File: src/rtl/chan_err_if.sv
// Word stream bundle for the channel error injector.
// The master drives input words; the slave returns delayed, possibly corrupted words.
interface chan_err_if #(
    parameter int WORD_W = 2
) ();
    logic              i_vld;
    logic [WORD_W-1:0] i_word;
    logic              o_vld;
    logic [WORD_W-1:0] o_word;
    logic              o_err_flag;

    modport master (
        output i_vld,
        output i_word,
        input  o_vld,
        input  o_word,
        input  o_err_flag
    );

    modport slave (
        input  i_vld,
        input  i_word,
        output o_vld,
        output o_word,
        output o_err_flag
    );
endinterface

File: src/rtl/chan_err_injector.sv
// Channel error injector: single/burst/periodic word corruption, one cycle latency.
// Optional random mode (LFSR threshold) is built when CHAN_ERR_INJ_RANDOM_EN is defined.
module chan_err_injector #(
    parameter int WORD_W  = 2,
    parameter int RATE_W  = 11,
    parameter int BURST_W = 4,
    parameter int CNT_W   = 32
) (
    input  logic               clk,
    input  logic               reset,
    input  logic               i_enable,
    input  logic [1:0]         i_mode,
    input  logic [RATE_W-1:0]  i_first_err,
    input  logic [RATE_W-1:0]  i_err_rate,
    input  logic [BURST_W-1:0] i_burst_len,
    input  logic [WORD_W-1:0]  i_bit_mask,
    input  logic               i_rot_en,
    chan_err_if.slave          bus,
    output logic [CNT_W-1:0]   o_err_cnt
);

    typedef enum logic [1:0] {
        IDLE,
        WAIT_FIRST,
        BURST,
        GAP
    } state_t;

    state_t             state_q, state_d, st_e;
    logic [1:0]         mode_q, mode_d, mode_e;
    logic [RATE_W-1:0]  first_q, first_d, first_e;
    logic [RATE_W-1:0]  rate_q, rate_d, rate_e;
    logic [BURST_W-1:0] blen_q, blen_d, blen_e;
    logic [WORD_W-1:0]  mask_q, mask_d, mask_e;
    logic               rot_q, rot_d, rot_e;
    logic [RATE_W-1:0]  cnt_q, cnt_d, cnt_e;
    logic [RATE_W-1:0]  pcnt_q, pcnt_d, pcnt_e;
    logic [BURST_W-1:0] bleft_q, bleft_d, bleft_e;
    logic [BURST_W-1:0] eff_len;

    logic               o_vld_q, o_vld_d;
    logic [WORD_W-1:0]  o_word_q, o_word_d;
    logic               o_flag_q, o_flag_d;
    logic [CNT_W-1:0]   o_cnt_q, o_cnt_d;

    logic               idle;
    logic               restart;
    logic               start;
    logic               corrupt;
    logic               is_rand;

`ifdef CHAN_ERR_INJ_RANDOM_EN
    logic [22:0]        lfsr_q, lfsr_d;
`endif

    function automatic logic [WORD_W-1:0] rotl(input logic [WORD_W-1:0] m);
        logic [WORD_W-1:0] r;
        r = (m << 1) | (m >> (WORD_W - 1));
        return r;
    endfunction

    // In IDLE the live inputs act as the configuration so the enabling word is evaluated.
    always_comb begin
        idle    = (state_q == IDLE);
        st_e    = idle ? WAIT_FIRST : state_q;
        mode_e  = idle ? i_mode : mode_q;
        first_e = idle ? i_first_err : first_q;
        rate_e  = idle ? i_err_rate : rate_q;
        blen_e  = idle ? i_burst_len : blen_q;
        mask_e  = idle ? i_bit_mask : mask_q;
        rot_e   = idle ? i_rot_en : rot_q;
        cnt_e   = idle ? '0 : cnt_q;
        pcnt_e  = idle ? '0 : pcnt_q;
        bleft_e = idle ? '0 : bleft_q;
    end

    always_comb begin
        eff_len = BURST_W'(1);
        if (mode_e == 2'd1 && blen_e != '0) begin
            eff_len = blen_e;
        end
        restart = (rate_e != '0) && (pcnt_e == rate_e - RATE_W'(1));
    end

`ifdef CHAN_ERR_INJ_RANDOM_EN
    always_comb begin
        is_rand = (mode_e == 2'd2);
        lfsr_d  = lfsr_q;
        if (i_enable && bus.i_vld) begin
            lfsr_d = {lfsr_q[21:0], lfsr_q[22] ^ lfsr_q[17]};
        end
    end
`else
    always_comb begin
        is_rand = 1'b0;
    end
`endif

    always_comb begin
        state_d = state_q;
        mode_d  = mode_q;
        first_d = first_q;
        rate_d  = rate_q;
        blen_d  = blen_q;
        mask_d  = mask_q;
        rot_d   = rot_q;
        cnt_d   = cnt_q;
        pcnt_d  = pcnt_q;
        bleft_d = bleft_q;
        start   = 1'b0;
        corrupt = 1'b0;

        if (!i_enable) begin
            state_d = IDLE;
            cnt_d   = '0;
            pcnt_d  = '0;
            bleft_d = '0;
        end else begin
            state_d = st_e;
            mode_d  = mode_e;
            first_d = first_e;
            rate_d  = rate_e;
            blen_d  = blen_e;
            mask_d  = mask_e;
            rot_d   = rot_e;
            cnt_d   = cnt_e;
            pcnt_d  = pcnt_e;
            bleft_d = bleft_e;

            if (bus.i_vld) begin
                if (is_rand) begin
`ifdef CHAN_ERR_INJ_RANDOM_EN
                    corrupt = (lfsr_q[RATE_W-1:0] < rate_e);
`endif
                end else begin
                    unique case (st_e)
                        WAIT_FIRST: begin
                            if (cnt_e == first_e) begin
                                start = 1'b1;
                            end else begin
                                cnt_d = cnt_e + RATE_W'(1);
                            end
                        end
                        BURST: begin
                            if (restart) begin
                                start = 1'b1;
                            end else begin
                                corrupt = 1'b1;
                                bleft_d = bleft_e - BURST_W'(1);
                                if (bleft_e == BURST_W'(1)) begin
                                    state_d = GAP;
                                end
                                if (pcnt_e != '1) begin
                                    pcnt_d = pcnt_e + RATE_W'(1);
                                end
                            end
                        end
                        GAP: begin
                            if (restart) begin
                                start = 1'b1;
                            end else if (pcnt_e != '1) begin
                                pcnt_d = pcnt_e + RATE_W'(1);
                            end
                        end
                        default: begin
                        end
                    endcase
                end

                // A burst start overrides whatever burst was still running.
                if (start) begin
                    corrupt = 1'b1;
                    pcnt_d  = '0;
                    bleft_d = eff_len - BURST_W'(1);
                    state_d = (eff_len > BURST_W'(1)) ? BURST : GAP;
                end

                if (corrupt && rot_e) begin
                    mask_d = rotl(mask_e);
                end
            end
        end
    end

    always_comb begin
        o_vld_d  = bus.i_vld;
        o_word_d = bus.i_word ^ (corrupt ? mask_e : '0);
        o_flag_d = corrupt;
        o_cnt_d  = o_cnt_q;
        if (corrupt && o_cnt_q != '1) begin
            o_cnt_d = o_cnt_q + CNT_W'(1);
        end
    end

    always_ff @(posedge clk) begin
        if (reset) begin
            state_q  <= IDLE;
            mode_q   <= '0;
            first_q  <= '0;
            rate_q   <= '0;
            blen_q   <= '0;
            mask_q   <= '0;
            rot_q    <= 1'b0;
            cnt_q    <= '0;
            pcnt_q   <= '0;
            bleft_q  <= '0;
            o_vld_q  <= 1'b0;
            o_word_q <= '0;
            o_flag_q <= 1'b0;
            o_cnt_q  <= '0;
        end else begin
            state_q  <= state_d;
            mode_q   <= mode_d;
            first_q  <= first_d;
            rate_q   <= rate_d;
            blen_q   <= blen_d;
            mask_q   <= mask_d;
            rot_q    <= rot_d;
            cnt_q    <= cnt_d;
            pcnt_q   <= pcnt_d;
            bleft_q  <= bleft_d;
            o_vld_q  <= o_vld_d;
            o_word_q <= o_word_d;
            o_flag_q <= o_flag_d;
            o_cnt_q  <= o_cnt_d;
        end
    end

`ifdef CHAN_ERR_INJ_RANDOM_EN
    always_ff @(posedge clk) begin
        if (reset) begin
            lfsr_q <= 23'h7FFFFF;
        end else begin
            lfsr_q <= lfsr_d;
        end
    end
`endif

    assign bus.o_vld      = o_vld_q;
    assign bus.o_word     = o_word_q;
    assign bus.o_err_flag = o_flag_q;
    assign o_err_cnt      = o_cnt_q;

endmodule

File: src/flat_wrapper.sv
// flat-port wrapper written by rule: the top's interface ports become plain ports
module chan_err_injector_flat 
#(
    parameter int WORD_W  = 2,
    parameter int RATE_W  = 11,
    parameter int BURST_W = 4,
    parameter int CNT_W   = 32
)
  (clk, reset, i_enable, i_mode, i_first_err, i_err_rate, i_burst_len, i_bit_mask, i_rot_en, o_err_cnt, bus_i_vld, bus_i_word, bus_o_vld, bus_o_word, bus_o_err_flag);
  chan_err_if #(.WORD_W(WORD_W)) bus_i ();
  input  logic clk;
  input  logic reset;
  input  logic i_enable;
  input  logic [1:0] i_mode;
  input  logic [RATE_W-1:0] i_first_err;
  input  logic [RATE_W-1:0] i_err_rate;
  input  logic [BURST_W-1:0] i_burst_len;
  input  logic [WORD_W-1:0] i_bit_mask;
  input  logic i_rot_en;
  output logic [CNT_W-1:0] o_err_cnt;
  input wire logic [$bits(bus_i.i_vld)-1:0] bus_i_vld;
  input wire logic [$bits(bus_i.i_word)-1:0] bus_i_word;
  output wire logic [$bits(bus_i.o_vld)-1:0] bus_o_vld;
  output wire logic [$bits(bus_i.o_word)-1:0] bus_o_word;
  output wire logic [$bits(bus_i.o_err_flag)-1:0] bus_o_err_flag;
  assign bus_i.i_vld = bus_i_vld;
  assign bus_i.i_word = bus_i_word;
  assign bus_o_vld = bus_i.o_vld;
  assign bus_o_word = bus_i.o_word;
  assign bus_o_err_flag = bus_i.o_err_flag;
  chan_err_injector #(.WORD_W(WORD_W), .RATE_W(RATE_W), .BURST_W(BURST_W), .CNT_W(CNT_W)) u_core (.clk(clk), .reset(reset), .i_enable(i_enable), .i_mode(i_mode), .i_first_err(i_first_err), .i_err_rate(i_err_rate), .i_burst_len(i_burst_len), .i_bit_mask(i_bit_mask), .i_rot_en(i_rot_en), .bus(bus_i), .o_err_cnt(o_err_cnt));
endmodule
File: config.mk
export PLATFORM = sky130hd
export DESIGN_NAME = chan_err_injector_flat
export DESIGN_NICKNAME = d
export VERILOG_FILES = /design/src/rtl/chan_err_if.sv /design/src/rtl/chan_err_injector.sv /design/src/flat_wrapper.sv
export SDC_FILE = /design/constraint.sdc
export NUM_CORES = 1
export LEC_CHECK = 0
export CORE_ASPECT_RATIO = 0.6
export CORE_MARGIN = 2
export CORE_UTILIZATION = 55
export CTS_CLUSTER_SIZE = 28
export DETAILED_ROUTE_END_ITERATION = 8
export GPL_TIMING_DRIVEN = 0
export PLACE_DENSITY = 0.9
export SYNTH_ARGS = -nofsm -noshare
export SYNTH_HDL_FRONTEND = slang
export SYNTH_SLANG_ARGS = --single-unit
File: constraint.sdc
create_clock -name clk -period 6.15 [get_ports clk]
set_clock_uncertainty 0.2 [all_clocks]
set_input_delay 1.23 -clock clk [delete_from_list [all_inputs] [get_ports clk]]
set_output_delay 1.23 -clock clk [all_outputs]
set_load 0.01 [all_outputs]
# Word-level counts from Yosys, hierarchy flattened
# Cells that the tools add are included.
dict set report word_totals {
  reg_bits 95
  inputBits 37
  output_inout_bits 36
  word_cells 86
}
dict set report classes {
  add_sub_neg 6
  n_lt_le_gt_ge 1
  n_eq_ne 9
  mux 44
  bitwise 3
  reduce_logical 9
}
# operator n
set op_table {}
lappend op_table {{$mux W11} 12}
lappend op_table {{$add A32 B1 Y32 const B} 1}
lappend op_table {{$ne A32 B32 Y1 const B} 1}
lappend op_table {{$mux W4} 7}
lappend op_table {{$add A11 B1 Y11 const B} 2}
lappend op_table {{$eq A11 B11 Y1} 2}
lappend op_table {{$mux W2} 11}
lappend op_table {{$mux W1} 13}
lappend op_table {{$ne A11 B11 Y1 const B} 1}
lappend op_table {{$reduce_bool A11 Y1} 1}
lappend op_table {{$sub A11 B1 Y11 const B} 1}
lappend op_table {{$sub A4 B1 Y4 const B} 2}
lappend op_table {{$eq A2 B1 Y1 const B} 2}
lappend op_table {{$eq A2 B2 Y1 const B} 2}
lappend op_table {{$eq A4 B1 Y1 const B} 1}
lappend op_table {{$gt A4 B1 Y1 const B} 1}
lappend op_table {{$logic_and A1 B1 Y1} 4}
lappend op_table {{$reduce_bool A4 Y1} 1}
lappend op_table {{$reduce_or A2 Y1} 2}
lappend op_table {{$logic_not A2 Y1} 1}
lappend op_table {{$or A2 B1 Y2} 1}
lappend op_table {{$pmux W1 S2} 1}
lappend op_table {{$xor A2 B2 Y2} 1}
lappend op_table {{$not A1 Y1} 1}

# Logic depth before layout (Yosys ltp)
# Gate-level depths: netlist (run 1).
dict set report logic_depth {
  word_depth 16
  depth_mapped 18
  mapped_depth_nobuf 12
}

# Least setup slack after synthesis (run 1)
# Ideal clock, no wire load.
dict set report synth_timing {
  path_kind {register to register}
  from {register u_core.state_q[1]}
  to {register u_core.o_cnt_q[24], in the netlist u_core.o_err_cnt[24]}
  setup_ns 0.070
  arrival_time_ns 4.429
  required_ns 5.880
  setup_slack_ns 1.450
  path_stages_with_launch 18
  synth_period_minus_slack_ns 4.700
  path_cell_list {dfxtp_1 buf_2 nor2_1 buf_2 buf_1 buf_1 mux2i_1 ha_1 or4b_2 o21ai_0 nand4b_1 o21ai_0 mux2i_1 and4_1 nor2_1 buf_2 or4_1 a21oi_1}
}
dict set report synth_via {
  elab_chain_len 15
  word_cells_on_any_way 28
  cone_classes {1 x add/sub; 5 x eq/ne; 17 x mux; 5 x reduce/logical}
}
# element line_no
set synth_lines {}
lappend synth_lines {{start: declaration} chan_err_injector.sv:29} ;# state_t state_q, state_d, st_e;
lappend synth_lines {{start signal: assignment} chan_err_injector.sv:212} ;# state_q <= state_d;
lappend synth_lines {{$logic_not A2 Y1} chan_err_injector.sv:64} ;# idle = (state_q == IDLE);
lappend synth_lines {{$mux W11} chan_err_injector.sv:68} ;# rate_e = idle ? i_err_rate : rate_q;
lappend synth_lines {{$sub A11 B1 Y11} chan_err_injector.sv:82} ;# restart = (rate_e != '0) && (pcnt_e == rate_e - RATE_W'(1));
lappend synth_lines {{$eq A11 B11 Y1} chan_err_injector.sv:82}
lappend synth_lines {{$logic_and A1 B1 Y1} chan_err_injector.sv:82}
lappend synth_lines {{$mux W1} {chan_err_injector.sv:145, chan_err_injector.sv:159}}
lappend synth_lines {{$pmux W1 S2} chan_err_injector.sv:136} ;# unique case (st_e)
lappend synth_lines {{$mux W1} chan_err_injector.sv:130} ;# if (bus.i_vld) begin
lappend synth_lines {{$mux W1} chan_err_injector.sv:113} ;# if (!i_enable) begin
lappend synth_lines {{$mux W1 *} chan_err_injector.sv:171} ;# if (start) begin
lappend synth_lines {{$mux W1 *} chan_err_injector.sv:130}
lappend synth_lines {{$mux W1 *} chan_err_injector.sv:113}
lappend synth_lines {{$mux W1 *} chan_err_injector.sv:130}
lappend synth_lines {{$mux W1 *} chan_err_injector.sv:113}
lappend synth_lines {{$logic_and A1 B1 Y1 *} chan_err_injector.sv:190} ;# if (corrupt && o_cnt_q != '1) begin
lappend synth_lines {{end signal: assignment} chan_err_injector.sv:225} ;# o_cnt_q <= o_cnt_d;
lappend synth_lines {{end: declaration} chan_err_injector.sv:44} ;# logic [CNT_W-1:0] o_cnt_q, o_cnt_d;
# Every way passes the cells marked *; elsewhere a longest branch is shown, timed or not. The select of a mux whose other input is x is not followed.
# A chain may end at the register's enable or synchronous reset.

# Worst setup path in the final report (run 1)
dict set report layout_timing {
  from {register u_core.state_q[1]}
  to {register u_core.o_cnt_q[6], in the netlist u_core.o_err_cnt[6]}
}
# Same word-level chain as after synthesis.

==> results of run 1 <==
[routing by layer]
| layer | wire length (um) | share of wire, % | track usage [%] |
|---|---|---|---|
| met4 | 277 | 1.7 | 10.1 |
| met2 | 6980 | 44 | 48.1 |
| met3 | 1770 | 11 | 8.31 |
| met5 | 0 | 0 | 0 |
| met1 | 6810 | 43 | 42.3 |
[through the flow]
| step | area [um^2] | worst slack [ns] | total power (uW) |
|---|---|---|---|
| after floorplan | 5290 | 1.45 | 805 |
| after global placement | 6160 | 0.473 | 875 |
| after detailed placement | 6160 | 0.285 | 886 |
| after CTS | 6450 | 0.237 | 1430 |
| after global routing | 6450 | 0.0745 | 1480 |
| final | 6450 | 0.341 | 1440 |
[worst max-delay path: cells and delay by family, from the launching register on]
| family | cells | cell delay (ns) |
|---|---|---|
| DFF | 1 | 0.33 |
| buffers and inverters | 6 | 1.65 |
| muxes | 2 | 0.76 |
| and+or+nand+nor | 5 | 1.58 |
| adders and majority gates | 1 | 0.33 |
| AOI/OAI and AO/OA | 4 | 0.82 |
[path summary, 6_finish.rpt]
check / to / slack [ns]
worst min-delay path: u_core.rot_q$_SDFFE_PP0P_ / 0.26
worst min register to register: u_core.rot_q$_SDFFE_PP0P_ / 0.26
worst max register to register: u_core.o_err_cnt[6]$_SDFFE_PP0P_ / 0.34
worst max-delay path: u_core.o_err_cnt[6]$_SDFFE_PP0P_ / 0.34
[cell type report]
class                           count  area (um^2)
Sequential cell                    95         1900
Timing Repair Buffer               70          701
Clock inverter                      7         63.8
Buffer                             33          141
Clock buffer                        9          225
Inverter                           16         60.1
Fill cell                         741         2810
Tap cell                          130          163
Multi-Input combinational cell    530         3190
[registers in the layout (all words and copies together) (netlist names)]
signal	cells
u_core.o_err_cnt	32
u_core.state_q	2
u_core.bus.o_word	2
u_core.bus.o_err_flag	1
u_core.rot_q	1
u_core.rate_q	11
u_core.first_q	11
u_core.cnt_q	11
u_core.bleft_q	4
u_core.mode_q	2
u_core.pcnt_q	11
u_core.blen_q	4
u_core.mask_q	2
u_core.bus.o_vld	1
[logic make-up after synthesis]
kind of cell | synth area share, %
AO/OA/AOI/OAI | 16.4
XOR/XNOR | 9.60
adder cells (fa/ha/maj) | 1.89
buffers and inverters | 3.76
flip-flops | 35.9
multiplexers | 2.46
AND/OR/NAND/NOR | 30.0
[where the power goes]
group | total [uW] | internal (uW) | switching, uW | leakage [uW]
Clock | 557 | 285 | 272 | 0.000143
Combinational | 237 | 91.3 | 145 | 0.00145
Sequential | 646 | 632 | 14.5 | 0.000771
Total | 1440 | 1010 | 432 | 0.00236
[timing repair]
| item | 4_1_cts | 5_1_grt |
|---|---|---|
| buffers inserted | 0 | 0 |
| resized for setup | 0 | 2 |
| setup endpoints to repair | 0 | 24 |
[placed cells by master (no fill, tap or decap), types with 5 or more instances in the layout]
master / count
mux2i_1: 13
inv_1: 16
dfxtp_1: 95
nor2_1: 65
clkbuf_1: 20
o31ai_1: 9
buf_2: 6
nand3_1: 24
or3_1: 10
and3_1: 24
nor4_1: 14
and2_1: 7
nand4_1: 15
nand2b_1: 9
clkbuf_16: 9
o21ai_0: 20
or4_1: 10
a31oi_1: 7
ha_1: 8
nor2b_1: 5
o211ai_1: 5
nor3_1: 10
clkdlybuf4s50_1: 70
xor2_1: 35
nand2_1: 104
a21oi_1: 56
xnor2_1: 23
[cells in the mapped netlist (all sizes together), types with 5 or more instances]
cell,instances
a31oi,7
or4,12
clkbuf,20
nand3,24
o211ai,5
xor2,35
nor2,65
nand4,15
buf,13
and2,7
and3,24
dfxtp,95
nand2,104
xnor2,23
inv,16
or2,5
nor2b,5
o21ai,20
nand2b,9
or3,10
o31ai,10
mux2i,13
ha,8
nor3,10
nor4,15
a21oi,57
==> results.ini, run 1 <==
[synthesis]
synth_top_cell_area_share_pct=35.9
yosysWarnings=0
synth_edf_count=0
synth_cell_types=58
synth_largest_area_cell=dfxtp_1
async_reset_ff_share_pct=0
ys_top_cells_by_area=dfxtp_1 (36%), nand2_1 (7.4%), xor2_1 (5.8%)
synth_area_um2=5290
avgSynthCellArea_um2=7.85
ys_seq_elements=95
syn_nets=719
netlist_instances=674
synth_ff_type=dfxtp_1
ys_seq_area_share_pct=35.9

[layout]
area_growth_pct=21.8
utilization_pct=69.7
diodes=0
final_nets=800
drive_above_1_share_pct=5.92
final_cells=890

[worst_setup_path]
cp_slowest_stage_delay_ns=0.61
r2r_start=u_core.state_q[1]$_SDFF_PP0_
slowest_stage=or4b_2
end_kind=flip-flop
worstRegToRegCells=18
start_kind=flip-flop
crit_start=u_core.state_q[1]$_SDFF_PP0_
path_max_fanout=10
critPathMostFrequentCell=buf_2
crit_chain=buf_2 -> nor2_1 -> buf_2 -> clkbuf_2 -> clkbuf_2 -> mux2i_1 -> ha_1 -> or4b_2 -> o21ai_0 -> nand4b_1 -> o21ai_0 -> mux2i_1 -> and4_1 -> nor2_1 -> buf_2 -> buf_2 -> o31ai_1 -> a21oi_1
crit_required_ns=6.18
worstPathArrival_ns=5.84
path_class=reg2reg

[global_routing]
grt_antenna_before_repair=0
grt_pass1_vias=5220
grt_max_degree=19
overflow=0
grt_pass1_wl_mm=25.2
grt_use_total_pct=31.1

[floorplanning]
die_w_um=131
num_rows=27
core-area_um2=9260
start_util_pct=57.2
die-area_um2=10500
fp.dieH_um=80.0
io_pins=73

[clocking]
clk_latency_ns=0.36
cts_root_buf=clkbuf_16
cts_buffers=9
clockBufferDepth=2
clkSinkCount=95
h-tree-depth=3
clk_pin_slew_ns=0.08
hold_buffers=0
cts_tree=done

[pwr]
p_per_area_nw_per_um2=223
vdd_drop_max_mv=0.169
total_leakage_power_uw=0.00236

[timing]
fmax_mhz=172
timing.final.crit_share_pct=94.4
timing.hold.ws_ns=0.261
setup_violations=0
setup_tns_ns=0
period_needed_ns=5.81
grt_setup_unrepaired=false
hold_viol_final=0
relSlewSlack_pct=47.7
drv_slew=0
worstMarginPinSlew_ns=0.765

[routing]
vias_per_cell=6.20
dr_total_vias=5514
ant_nets=0
wl_per_cell_um=17.8
first_pass_iters=5
drt_iter0_drc=531
drc=0
wl_mm=15.8

[hold_path]
min_path_type=reg2reg
hold_depth=2
hold_path_startpoint=u_core.rot_q$_SDFFE_PP0P_

[place]
port_buffers=70
dp_cells=874
dp_hpwl_mm=11.8
gp_congestion=0.972

[status]
status=complete, no violations

[flow_run]
maxCapViolCount=0

Power figures use the tool's default switching activity.
==> run 2, diff against run 1 <==
- CTS_CLUSTER_SIZE: 28 -> not set
==> results of run 2 <==
Final layout, timing and power as in run 1 (identical DEF).
